## config.mk

```make
export PLATFORM = sky130hd
export DESIGN_NAME = t3d_poll_sched_flat
export DESIGN_NICKNAME = d
export VERILOG_FILES = /design/src/rtl/t3d_poll_sched_if.sv /design/src/rtl/t3d_poll_sched.sv /design/src/flat_wrapper.sv
export SDC_FILE = /design/constraint.sdc
export NUM_CORES = 1
export LEC_CHECK = 0
export CORE_MARGIN = 8
export CORE_UTILIZATION = 43
export CTS_CLUSTER_SIZE = 10
export DETAILED_ROUTE_END_ITERATION = 10
export GPL_ROUTABILITY_DRIVEN = 0
export PLACE_DENSITY_LB_ADDON = 0.15
export SETUP_SLACK_MARGIN = 0.02
export SLEW_MARGIN = 20
export SYNTH_ARGS = -nofsm -noshare
export SYNTH_HDL_FRONTEND = slang
export SYNTH_SLANG_ARGS = --single-unit
```

## constraint.sdc

```tcl
create_clock -name clk -period 2.4 [get_ports clk]
set_clock_uncertainty 0.2 [all_clocks]
set_input_delay 0.36 -clock clk [delete_from_list [all_inputs] [get_ports clk]]
set_output_delay 0.36 -clock clk [all_outputs]
set_load 0.03 [all_outputs]
```

## src/rtl/t3d_poll_sched_if.sv

```systemverilog
// Requester and RS485 datapath signals of the T3D poll scheduler.
// The slave modport is the scheduler; the master modport is the surrounding system.
interface t3d_poll_sched_if #(
  parameter int NREQ = 4
);
  logic [NREQ-1:0]   req;
  logic [8*NREQ-1:0] cmd;
  logic [NREQ-1:0]   grant;
  logic [NREQ-1:0]   done;
  logic              resp_ok;
  logic              tx_start;
  logic [7:0]        tx_data;
  logic              tx_busy;
  logic              tx_enable;
  logic              rx_endofpacket;
  logic              rx_frame_ok;
  logic              busy;
  logic [15:0]       err_count;

  modport master (
    output req, cmd, tx_busy, rx_endofpacket, rx_frame_ok,
    input  grant, done, resp_ok, tx_start, tx_data, tx_enable, busy, err_count
  );

  modport slave (
    input  req, cmd, tx_busy, rx_endofpacket, rx_frame_ok,
    output grant, done, resp_ok, tx_start, tx_data, tx_enable, busy, err_count
  );
endinterface

```

## src/rtl/t3d_poll_sched.sv

```systemverilog
// Round-robin scheduler for the half-duplex RS485 link to a T3D encoder: sends one
// command byte per grant, waits for the reply or a timeout, then holds a turnaround gap.
module t3d_poll_sched #(
  parameter int NREQ        = 4,
  parameter int TIMEOUT_CYC = 32400,
  parameter int GAP_CYC     = 324
) (
  input  logic            clk,
  input  logic            rst_n,
  t3d_poll_sched_if.slave bus
);
  localparam int PW      = (NREQ > 1) ? $clog2(NREQ) : 1;
  localparam int CNT_MAX = (TIMEOUT_CYC > GAP_CYC) ? TIMEOUT_CYC : GAP_CYC;
  localparam int CW      = $clog2(CNT_MAX + 1);

  localparam logic [CW-1:0] TIMEOUT_LOAD = CW'(TIMEOUT_CYC - 1);
  localparam logic [CW-1:0] GAP_LOAD     = CW'(GAP_CYC - 1);
  localparam logic [PW-1:0] LAST_IDX     = PW'(NREQ - 1);

  typedef enum logic [2:0] {
    S_IDLE,
    S_SEND,
    S_TXWAIT,
    S_RXWAIT,
    S_GAP
  } state_e;

  state_e            state_q, state_d;
  logic [PW-1:0]     rr_ptr_q, rr_ptr_d;
  logic [PW-1:0]     winner_q, winner_d;
  logic [CW-1:0]     counter_q, counter_d;
  logic              txw_first_q, txw_first_d;
  logic [NREQ-1:0]   grant_q, grant_d;
  logic [NREQ-1:0]   done_q, done_d;
  logic              resp_ok_q, resp_ok_d;
  logic              tx_start_q, tx_start_d;
  logic [7:0]        tx_data_q, tx_data_d;
  logic              tx_enable_q, tx_enable_d;
  logic              busy_q, busy_d;
  logic [15:0]       err_count_q, err_count_d;

  logic [PW-1:0]     pick;
  logic [8*NREQ-1:0] cmd_shift;
  logic [15:0]       err_count_inc;

  // First requesting index at or after ptr, wrapping at NREQ.
  function automatic logic [PW-1:0] rr_pick(input logic [NREQ-1:0] r, input logic [PW-1:0] ptr);
    logic [PW-1:0] sel;
    logic          found;
    int            idx;
    sel   = ptr;
    found = 1'b0;
    for (int off = 0; off < NREQ; off++) begin
      idx = (int'(ptr) + off) % NREQ;
      if (!found && (((r >> idx) & NREQ'(1)) != '0)) begin
        sel   = PW'(idx);
        found = 1'b1;
      end
    end
    return sel;
  endfunction

  assign pick          = rr_pick(bus.req, rr_ptr_q);
  assign cmd_shift     = bus.cmd >> {winner_q, 3'b000};
  assign err_count_inc = (err_count_q == 16'hFFFF) ? err_count_q : err_count_q + 16'd1;

  // NOTE: every variable gets its hold/default value first, so no path through the
  // case statement leaves one unassigned and no latch is inferred.
  always_comb begin
    state_d     = state_q;
    rr_ptr_d    = rr_ptr_q;
    winner_d    = winner_q;
    counter_d   = counter_q;
    txw_first_d = txw_first_q;
    grant_d     = grant_q;
    done_d      = '0;
    resp_ok_d   = resp_ok_q;
    tx_start_d  = 1'b0;
    tx_data_d   = tx_data_q;
    tx_enable_d = tx_enable_q;
    err_count_d = err_count_q;

    unique case (state_q)
      S_IDLE: begin
        grant_d = '0;
        if (bus.req != '0) begin
          winner_d = pick;
          grant_d  = NREQ'(1) << pick;
          rr_ptr_d = (pick == LAST_IDX) ? '0 : pick + PW'(1);
          state_d  = S_SEND;
        end
      end
      S_SEND: begin
        if (!bus.tx_busy) begin
          tx_data_d   = cmd_shift[7:0];
          tx_start_d  = 1'b1;
          tx_enable_d = 1'b1;
          txw_first_d = 1'b1;
          state_d     = S_TXWAIT;
        end
      end
      S_TXWAIT: begin
        // uart_tx raises busy one cycle after the strobe, so the first cycle is blind.
        if (txw_first_q) begin
          txw_first_d = 1'b0;
        end else if (!bus.tx_busy) begin
          tx_enable_d = 1'b0;
          counter_d   = TIMEOUT_LOAD;
          state_d     = S_RXWAIT;
        end
      end
      S_RXWAIT: begin
        if (bus.rx_endofpacket) begin
          done_d    = grant_q;
          resp_ok_d = bus.rx_frame_ok;
          if (!bus.rx_frame_ok) err_count_d = err_count_inc;
          counter_d = GAP_LOAD;
          state_d   = S_GAP;
        end else if (counter_q == '0) begin
          done_d      = grant_q;
          resp_ok_d   = 1'b0;
          err_count_d = err_count_inc;
          counter_d   = GAP_LOAD;
          state_d     = S_GAP;
        end else begin
          counter_d = counter_q - CW'(1);
        end
      end
      S_GAP: begin
        if (counter_q == '0) begin
          tx_enable_d = 1'b1;
          grant_d     = '0;
          state_d     = S_IDLE;
        end else begin
          counter_d = counter_q - CW'(1);
        end
      end
      default: state_d = S_IDLE;
    endcase

    busy_d = (state_d != S_IDLE);
  end

  // NOTE: state registers use non-blocking assignments so every flop samples the
  // values from before the edge, independent of statement order.
  always_ff @(posedge clk or negedge rst_n) begin
    if (!rst_n) begin
      state_q     <= S_IDLE;
      rr_ptr_q    <= '0;
      winner_q    <= '0;
      counter_q   <= '0;
      txw_first_q <= 1'b0;
      grant_q     <= '0;
      done_q      <= '0;
      resp_ok_q   <= 1'b0;
      tx_start_q  <= 1'b0;
      tx_data_q   <= 8'h00;
      tx_enable_q <= 1'b1;
      busy_q      <= 1'b0;
      err_count_q <= 16'h0000;
    end else begin
      state_q     <= state_d;
      rr_ptr_q    <= rr_ptr_d;
      winner_q    <= winner_d;
      counter_q   <= counter_d;
      txw_first_q <= txw_first_d;
      grant_q     <= grant_d;
      done_q      <= done_d;
      resp_ok_q   <= resp_ok_d;
      tx_start_q  <= tx_start_d;
      tx_data_q   <= tx_data_d;
      tx_enable_q <= tx_enable_d;
      busy_q      <= busy_d;
      err_count_q <= err_count_d;
    end
  end

  assign bus.grant     = grant_q;
  assign bus.done      = done_q;
  assign bus.resp_ok   = resp_ok_q;
  assign bus.tx_start  = tx_start_q;
  assign bus.tx_data   = tx_data_q;
  assign bus.tx_enable = tx_enable_q;
  assign bus.busy      = busy_q;
  assign bus.err_count = err_count_q;

endmodule

```

## src/flat_wrapper.sv

```systemverilog
// flat-port wrapper written by rule: the top's interface ports become plain ports
module t3d_poll_sched_flat 
#(
  parameter int NREQ        = 4,
  parameter int TIMEOUT_CYC = 32400,
  parameter int GAP_CYC     = 324
)
  (clk, rst_n, bus_req, bus_cmd, bus_tx_busy, bus_rx_endofpacket, bus_rx_frame_ok, bus_grant, bus_done, bus_resp_ok, bus_tx_start, bus_tx_data, bus_tx_enable, bus_busy, bus_err_count);
  t3d_poll_sched_if #(.NREQ(NREQ)) bus_i ();
  input  logic clk;
  input  logic rst_n;
  input wire logic [$bits(bus_i.req)-1:0] bus_req;
  input wire logic [$bits(bus_i.cmd)-1:0] bus_cmd;
  input wire logic [$bits(bus_i.tx_busy)-1:0] bus_tx_busy;
  input wire logic [$bits(bus_i.rx_endofpacket)-1:0] bus_rx_endofpacket;
  input wire logic [$bits(bus_i.rx_frame_ok)-1:0] bus_rx_frame_ok;
  output wire logic [$bits(bus_i.grant)-1:0] bus_grant;
  output wire logic [$bits(bus_i.done)-1:0] bus_done;
  output wire logic [$bits(bus_i.resp_ok)-1:0] bus_resp_ok;
  output wire logic [$bits(bus_i.tx_start)-1:0] bus_tx_start;
  output wire logic [$bits(bus_i.tx_data)-1:0] bus_tx_data;
  output wire logic [$bits(bus_i.tx_enable)-1:0] bus_tx_enable;
  output wire logic [$bits(bus_i.busy)-1:0] bus_busy;
  output wire logic [$bits(bus_i.err_count)-1:0] bus_err_count;
  assign bus_i.req = bus_req;
  assign bus_i.cmd = bus_cmd;
  assign bus_i.tx_busy = bus_tx_busy;
  assign bus_i.rx_endofpacket = bus_rx_endofpacket;
  assign bus_i.rx_frame_ok = bus_rx_frame_ok;
  assign bus_grant = bus_i.grant;
  assign bus_done = bus_i.done;
  assign bus_resp_ok = bus_i.resp_ok;
  assign bus_tx_start = bus_i.tx_start;
  assign bus_tx_data = bus_i.tx_data;
  assign bus_tx_enable = bus_i.tx_enable;
  assign bus_busy = bus_i.busy;
  assign bus_err_count = bus_i.err_count;
  t3d_poll_sched #(.NREQ(NREQ), .TIMEOUT_CYC(TIMEOUT_CYC), .GAP_CYC(GAP_CYC)) u_core (.clk(clk), .rst_n(rst_n), .bus(bus_i));
endmodule
```

==> flow_summary_export.csv, run 1 <==
group,metric,value,unit
run_status,status,"finished, final reports clean",
global_route,grt_pass1_wl,13700,µm
sta,fmax,439,MHz
logic_synthesis,syn_area_per_cell,10.6,µm²
logic_synthesis,syn_nets,356,
drt,drt_iter0_drc,112,
place,dp.final_hpwl,6140,µm
power_and_ir_drop,power_density,1080,nW/µm²
global_route,met2_usage,0.276,
drt,wl_per_cell,16.1,µm
global_route,grt_overflow_total,0,
sta,setup_viol,0,
critical_path,r2r-end,"u_core.bus.err_count[6]",
clocking,cts.clk_slew.worst_paths,0.07,ns
logic_synthesis,synthTopCellsByArea,"dfrtp_1 44%, mux4_2 5.5%, xnor2_1 4.0%",
final_layout,final_util,0.611,
critical_path,crit_fanout,5,
drt,vias,2733,
sta,relSlewSlack,0.555,
clocking,htreeDepth,3,
logic_synthesis,synth_top_cell_by_area,"dfrtp_1",
global_route,top_usage_layer,"met2",
critical_path,required,2.42,ns
logic_synthesis,yosys_warnings,0,
global_route,grt_pass1_vias,2826,
logic_synthesis,ys_seq_area_frac,0.453,
worst_hold_path,hp-class,"input pin to asynchronous set/reset pin",
die,rows,31,
final_layout,drive_above_1_share,0.189,
clocking,clock-sinks,59,
final_layout,area_delta_synth_final,36.4,%
critical_path,cp.arrival,2.30,ns
sta,rsz0062_at_grt,"false",
final_layout,fillers,650,
drt,drtPass1Iterations,4,
critical_path,rrSetupSlack,0.12,ns
final_layout,seqCellArea,1480,µm²
place,place_area,4240,µm²
place,portBuffers,76,
die,die_y,103,µm
drt,viasPerCell,5.34,
clocking,insertion_delay,0.33,ns
sta,tightest_slew,0.661,ns
sta,slew_violations,0,
critical_path,startpoint_type,"register",
die,ios,77,
clocking,cts_tree,"yes",
sta,setup_ws,0.121,ns
sta,hold_viol,0,
power_and_ir_drop,power.total,4.83,mW
flow_run,cap_violations,0,
global_route,use_met3,0.0432,
final_layout,multi_input_area,1680,µm²
final_layout,final_nets,456,
power_and_ir_drop,ir_worst_vdd,0.621,mV
logic_synthesis,synth_top_cell_area_share,0.445,
logic_synthesis,synth_edf_count,0,
logic_synthesis,synth.distinct_cells,57,
clocking,cts_buffer_depth,2,
die,die_w,103,µm
sta,final.period_utilization,0.949,
logic_synthesis,synth.cell_area,3260,µm²
critical_path,critical_path_class,"register to register",
logic_synthesis,synth_flop_cell,"dfrtp_1",
global_route,antenna_found_initial,0,
final_layout,antennaDiodeCount,0,
clocking,cts_root_buffer,"clkbuf_8",
global_route,use_met1,0.201,
drt,ant_nets,0,
place,pre_cts_ws,-0.156,ns
logic_synthesis,ys_ff_latch,59,
critical_path,cp-endpoint,"u_core.bus.err_count[6]",
sta,fin_crit,2.28,ns
critical_path,rr_startpoint,"u_core.counter_q[0]",
critical_path,cp-end-kind,"register",
drt,drc_errors,0,
power_and_ir_drop,p_leak,1.83,nW
critical_path,startpoint,"u_core.counter_q[0]",
global_route,grt_max_degree,32,
drt,wirelength,8220,µm
clocking,cts_made_buffers,9,
logic_synthesis,syn_inst,308,
die,fp.coreArea,7290,µm²
global_route,grtUsageTotal,0.164,
die,start_util,0.447,
critical_path,rr_worst_depth,8,
logic_synthesis,synthArstFlopShare,1.00,
die,die_area,10600,µm²
final_layout,final_cell_area,4450,µm²
## power by group
| group | switching [mW] | total [mW] | leakage [nW] | internal, mW |
|---|---|---|---|---|
| logic | 1.19 | 2.29 | 1.02 | 1.10 |
| registers | 0.443 | 1.78 | 0.734 | 1.33 |
| clock network | 0.390 | 0.759 | 0.0791 | 0.369 |
## stage by stage
stage / cells / hold slack [ns] / TNS [ns]
6_report: 512 / 0.244 / 0
4_1_cts: 509 / 0.240 / 0
5_1_grt: 512 / 0.259 / 0
3_5_place_dp: 492 / 0.0542 / -0.488
3_3_place_gp: 492 / 0.0586 / -0.00671
2_1_floorplan: 308 / -0.136 / 0
## sequential cells by signal, indices dropped and copies added (netlist names)
| name | count |
|---|---|
| u_core.bus.busy | 1 |
| u_core.bus.done | 4 |
| u_core.bus.err_count | 16 |
| u_core.bus.grant | 4 |
| u_core.bus.resp_ok | 1 |
| u_core.bus.tx_data | 8 |
| u_core.bus.tx_enable | 1 |
| u_core.bus.tx_start | 1 |
| u_core.counter_q | 15 |
| u_core.rr_ptr_q | 2 |
| u_core.state_q | 3 |
| u_core.txw_first_q | 1 |
| u_core.winner_q | 2 |
## cells by family (layout without fill, tap and decap cells)
group / after synthesis / count (layout) / synth area share
DFF: 59 / 59 / 0.453
and+or+nand+nor: 108 / 108 / 0.196
muxes: 21 / 21 / 0.100
adders and majority gates: 7 / 7 / 0.0268
buffers and inverters: 27 / 132 / 0.0399
xor gates and xnor gates: 15 / 15 / 0.0403
AOI/OAI and AO/OA: 71 / 71 / 0.143
## synth_stat cells, types with 2 or more instances
cell type / instances
o22ai_1: 2
nor4_1: 2
buf_6: 3
buf_2: 5
clkbuf_1: 3
nor2b_1: 4
and3_1: 9
a31oi_1: 5
mux2_2: 10
nand2b_1: 2
a22o_1: 6
o21ai_1: 2
nand4b_1: 2
dfrtp_1: 58
a21oi_1: 16
or3_1: 2
nor2_1: 18
o311ai_0: 5
or4_1: 3
nand3_1: 15
nand4_1: 7
inv_1: 15
nand2_1: 25
mux2i_1: 2
nor4_4: 3
nor3_2: 2
ha_1: 7
xnor2_1: 15
mux4_2: 8
o21ai_0: 21
nor3_1: 5
## layer usage
| layer | share of wire | up-vias |
|---|---|---|
| li1 | - | 1340 |
| met2 | 0.50 | 60 |
| met5 | 0 | - |
| met1 | 0.44 | 1325 |
| met4 | 0.010 | 0 |
| met3 | 0.046 | 8 |
## how the worst min path moves through the flow
stage	endpoint	slack [ns]	startpoint	depth (start not counted)
floorplan	u_core.bus.busy	-0.14	rst_n	0
global placement	u_core.bus.err_count[6]	0.06	rst_n	1
detailed placement	u_core.bus.err_count[6]	0.05	rst_n	1
CTS	u_core.bus.err_count[6]	0.24	rst_n	2
global route	u_core.bus.err_count[0]	0.26	rst_n	2
finish	u_core.bus.err_count[1]	0.24	rst_n	2
## cells in the final DEF (no fill, tap or decap), drive strengths merged, types with 3 or more instances in the layout
master         netlist  final
mux2                11     11
nor2                18     18
buf                  9     25
or3                  3      3
o311ai               6      6
inv                 15     15
xnor2               15     15
mux4                 8      8
nand2               25     25
clkinv               0      3
nand3               15     15
clkdlybuf4s50        0     75
a22o                 6      6
ha                   7      7
nor3                 7      7
nand4                7      7
o21ai               23     23
dfrtp               58     58
a31oi                5      5
nor2b                4      4
or4                  3      3
clkbuf               3     11
a21oi               16     16
nor4                 5      5
and3                 9      9
## layout make-up
cell class / instances / share of cell area
tap: 99 / 0.0278
inverter: 15 / 0.0126
sequential: 59 / 0.332
multi-input combinational: 222 / 0.377
clock buffer: 11 / 0.0295
clock inverter: 5 / 0.00675
timing repair buffer: 101 / 0.215
## critical path, cell delays in order, from the launching register on
cell,delay [ns]
dfrtp_1,0.39
inv_2,0.09
ha_1,0.15
nor4b_4,0.33
a41oi_2,0.24
a211oi_2,0.29
buf_2,0.21
nand3_1,0.11
xnor2_1,0.14
## timing repair
action,in CTS,in global routing
hold buffers,1,0
endpoints found under the hold margin,39,0
buffers inserted,0,2
resized for setup,0,10
endpoints found under the setup margin,0,18
Note: power is estimated with default switching activity, not from simulation.
==> inputs of run 2 (changes only) <==
- SKIP_LAST_GASP: default -> 1
==> run 2 against run 1 <==
Clock power barely moved. Critical path depth unchanged. Critical endpoint is now u_core.bus.err_count[5]. Worst setup slack lost 0.055 ns. Die area stayed put. Via count grew 0.44%.
==> flow_summary_export.csv, run 2 (synthesis gave the netlist of run 1 again) <==
group,metric,value,unit
run_status,status,"finished, final reports clean",
drt,vias,2745,
final_layout,final_cell_mix,"75 x clkdlybuf4s50_1, 58 x dfrtp_1, 24 x nand2_1, 22 x buf_4, 19 x o21ai_0",
critical_path,rrSetupSlack,0.07,ns
place,portBuffers,76,
critical_path,cp-end-kind,"register",
global_route,antenna_found_initial,0,
critical_path,r2r-end,"u_core.bus.err_count[5]",
die,die_area,10600,µm²
drt,wl_per_cell,16.1,µm
clocking,cts_root_buffer,"clkbuf_8",
critical_path,startpoint_type,"register",
critical_path,required,2.42,ns
global_route,grt_overflow_total,0,
flow_run,cap_violations,0,
critical_path,rr_startpoint,"u_core.counter_q[0]",
drt,wirelength,8250,µm
die,ios,77,
sta,final.period_utilization,0.972,
clocking,cts_tree,"yes",
power_and_ir_drop,p_leak,1.84,nW
power_and_ir_drop,ir_worst_vdd,0.620,mV
critical_path,worst_path_max_delay_cell,"dfrtp_1",
final_layout,area_delta_synth_final,36.4,%
power_and_ir_drop,power_density,1080,nW/µm²
final_layout,final_nets,456,
clocking,htreeDepth,3,
sta,slew_violations,0,
clocking,clock-sinks,59,
sta,relSlewSlack,0.555,
global_route,grtUsageTotal,0.164,
final_layout,largest_reg_flops,16,
drt,drt_iter0_drc,111,
sta,setup_viol,0,
place,place_inst,492,
critical_path,cp_slowest_stage_delay,0.38,ns
final_layout,antennaDiodeCount,0,
sta,tightest_slew,0.661,ns
drt,drtPass1Iterations,4,
die,start_util,0.447,
critical_path,cp.arrival,2.35,ns
global_route,grt_max_degree,32,
sta,fmax,429,MHz
clocking,cts_made_buffers,9,
die,rows,31,
die,die_y,103,µm
sta,fin_crit,2.33,ns
power_and_ir_drop,power.total,4.82,mW
drt,ant_nets,0,
clocking,cts.clk_slew.worst_paths,0.07,ns
global_route,grt_pass1_wl,13700,µm
drt,viasPerCell,5.36,
sta,fin_tns_setup,0,ns
die,die_w,103,µm
critical_path,crit_fanout,5,
final_layout,layout_commonest_cell,"clkdlybuf4s50_1",
place,dp.final_hpwl,6140,µm
critical_path,crit_chain,"inv_1 > ha_1 > nor4b_4 > a41oi_2 > a211oi_2 > buf_4 > nand4_1 > xnor2_1",
die,fp.coreArea,7290,µm²
worst_hold_path,hp-class,"input pin to asynchronous set/reset pin",
clocking,cts_buffer_depth,2,
critical_path,critical_path_class,"register to register",
drt,drc_errors,0,
sta,whs,0.242,ns
clocking,insertion_delay,0.33,ns
final_layout,stdcell_count,512,
final_layout,drive_above_1_share,0.184,
global_route,grt_pass1_vias,2826,
critical_path,rr_worst_depth,8,
sta,rsz0062_at_grt,"true",
sta,hold_viol,0,
## run 2: critical path, delay by kind of cell, from the launching register on
family                   cells  cell delay (ns)
AO/OA/AOI/OAI                2             0.52
XOR/XNOR                     1             0.15
adder cells (fa/ha/maj)      1             0.17
buffers and inverters        2             0.33
flip-flops                   1             0.38
AND/OR/NAND/NOR              2             0.46
## run 2: where the power goes
| part | switching, mW | leakage [nW] | internal [mW] |
|---|---|---|---|
| clock | 0.389 | 0.0791 | 0.369 |
| combinational | 1.19 | 1.03 | 1.10 |
| sequential | 0.442 | 0.734 | 1.33 |
## run 2: area by class of cell
| class | instances | area [µm²] |
|---|---|---|
| Sequential cell | 59 | 1480 |
| Fill cell | 650 | 2840 |
| Inverter | 15 | 56.3 |
| Tap cell | 99 | 124 |
| Clock buffer | 11 | 131 |
| Timing Repair Buffer | 101 | 956 |
| Clock inverter | 5 | 30.0 |
| Multi-Input combinational cell | 222 | 1680 |
## run 2: stage by stage
stage          utilization  setup slack [ns]  cell area (µm²)
4_1_cts              0.605            0.0601             4410
5_1_grt              0.611           -0.0387             4450
3_3_place_gp         0.581          -0.00446             4240
3_5_place_dp         0.581            -0.156             4240
2_1_floorplan            -             0.272             3260
6_report             0.611            0.0666             4450
## run 2: routing by layer
metal / wire [µm] / vias to the layer above / GRT usage / share of wire
met5: 0 / - / 0 / 0
met4: 78 / 0 / 0.0456 / 0.0095
met3: 396 / 9 / 0.0432 / 0.048
met2: 4110 / 60 / 0.276 / 0.50
met1: 3670 / 1335 / 0.201 / 0.44
li1: - / 1341 / - / -
## run 2: repair_timing
action,CTS,global route
hold buffers,1,0
hold endpoints to repair,39,0
gates resized for setup,0,8
setup buffers,0,2
setup endpoints to repair,0,18
## run 2: how the worst max path moves through the flow
| stage | from | to | cells after the start |
|---|---|---|---|
| after floorplan | u_core.counter_q[0] | u_core.counter_q[14] | 6 |
| after global placement | bus_req[2] | u_core.rr_ptr_q[1] | 4 |
| after detailed placement | bus_req[0] | u_core.rr_ptr_q[0] | 6 |
| after CTS | u_core.counter_q[0] | u_core.bus.err_count[5] | 8 |
| after global routing | u_core.counter_q[0] | u_core.bus.err_count[5] | 8 |
| final | u_core.counter_q[0] | u_core.bus.err_count[5] | 8 |
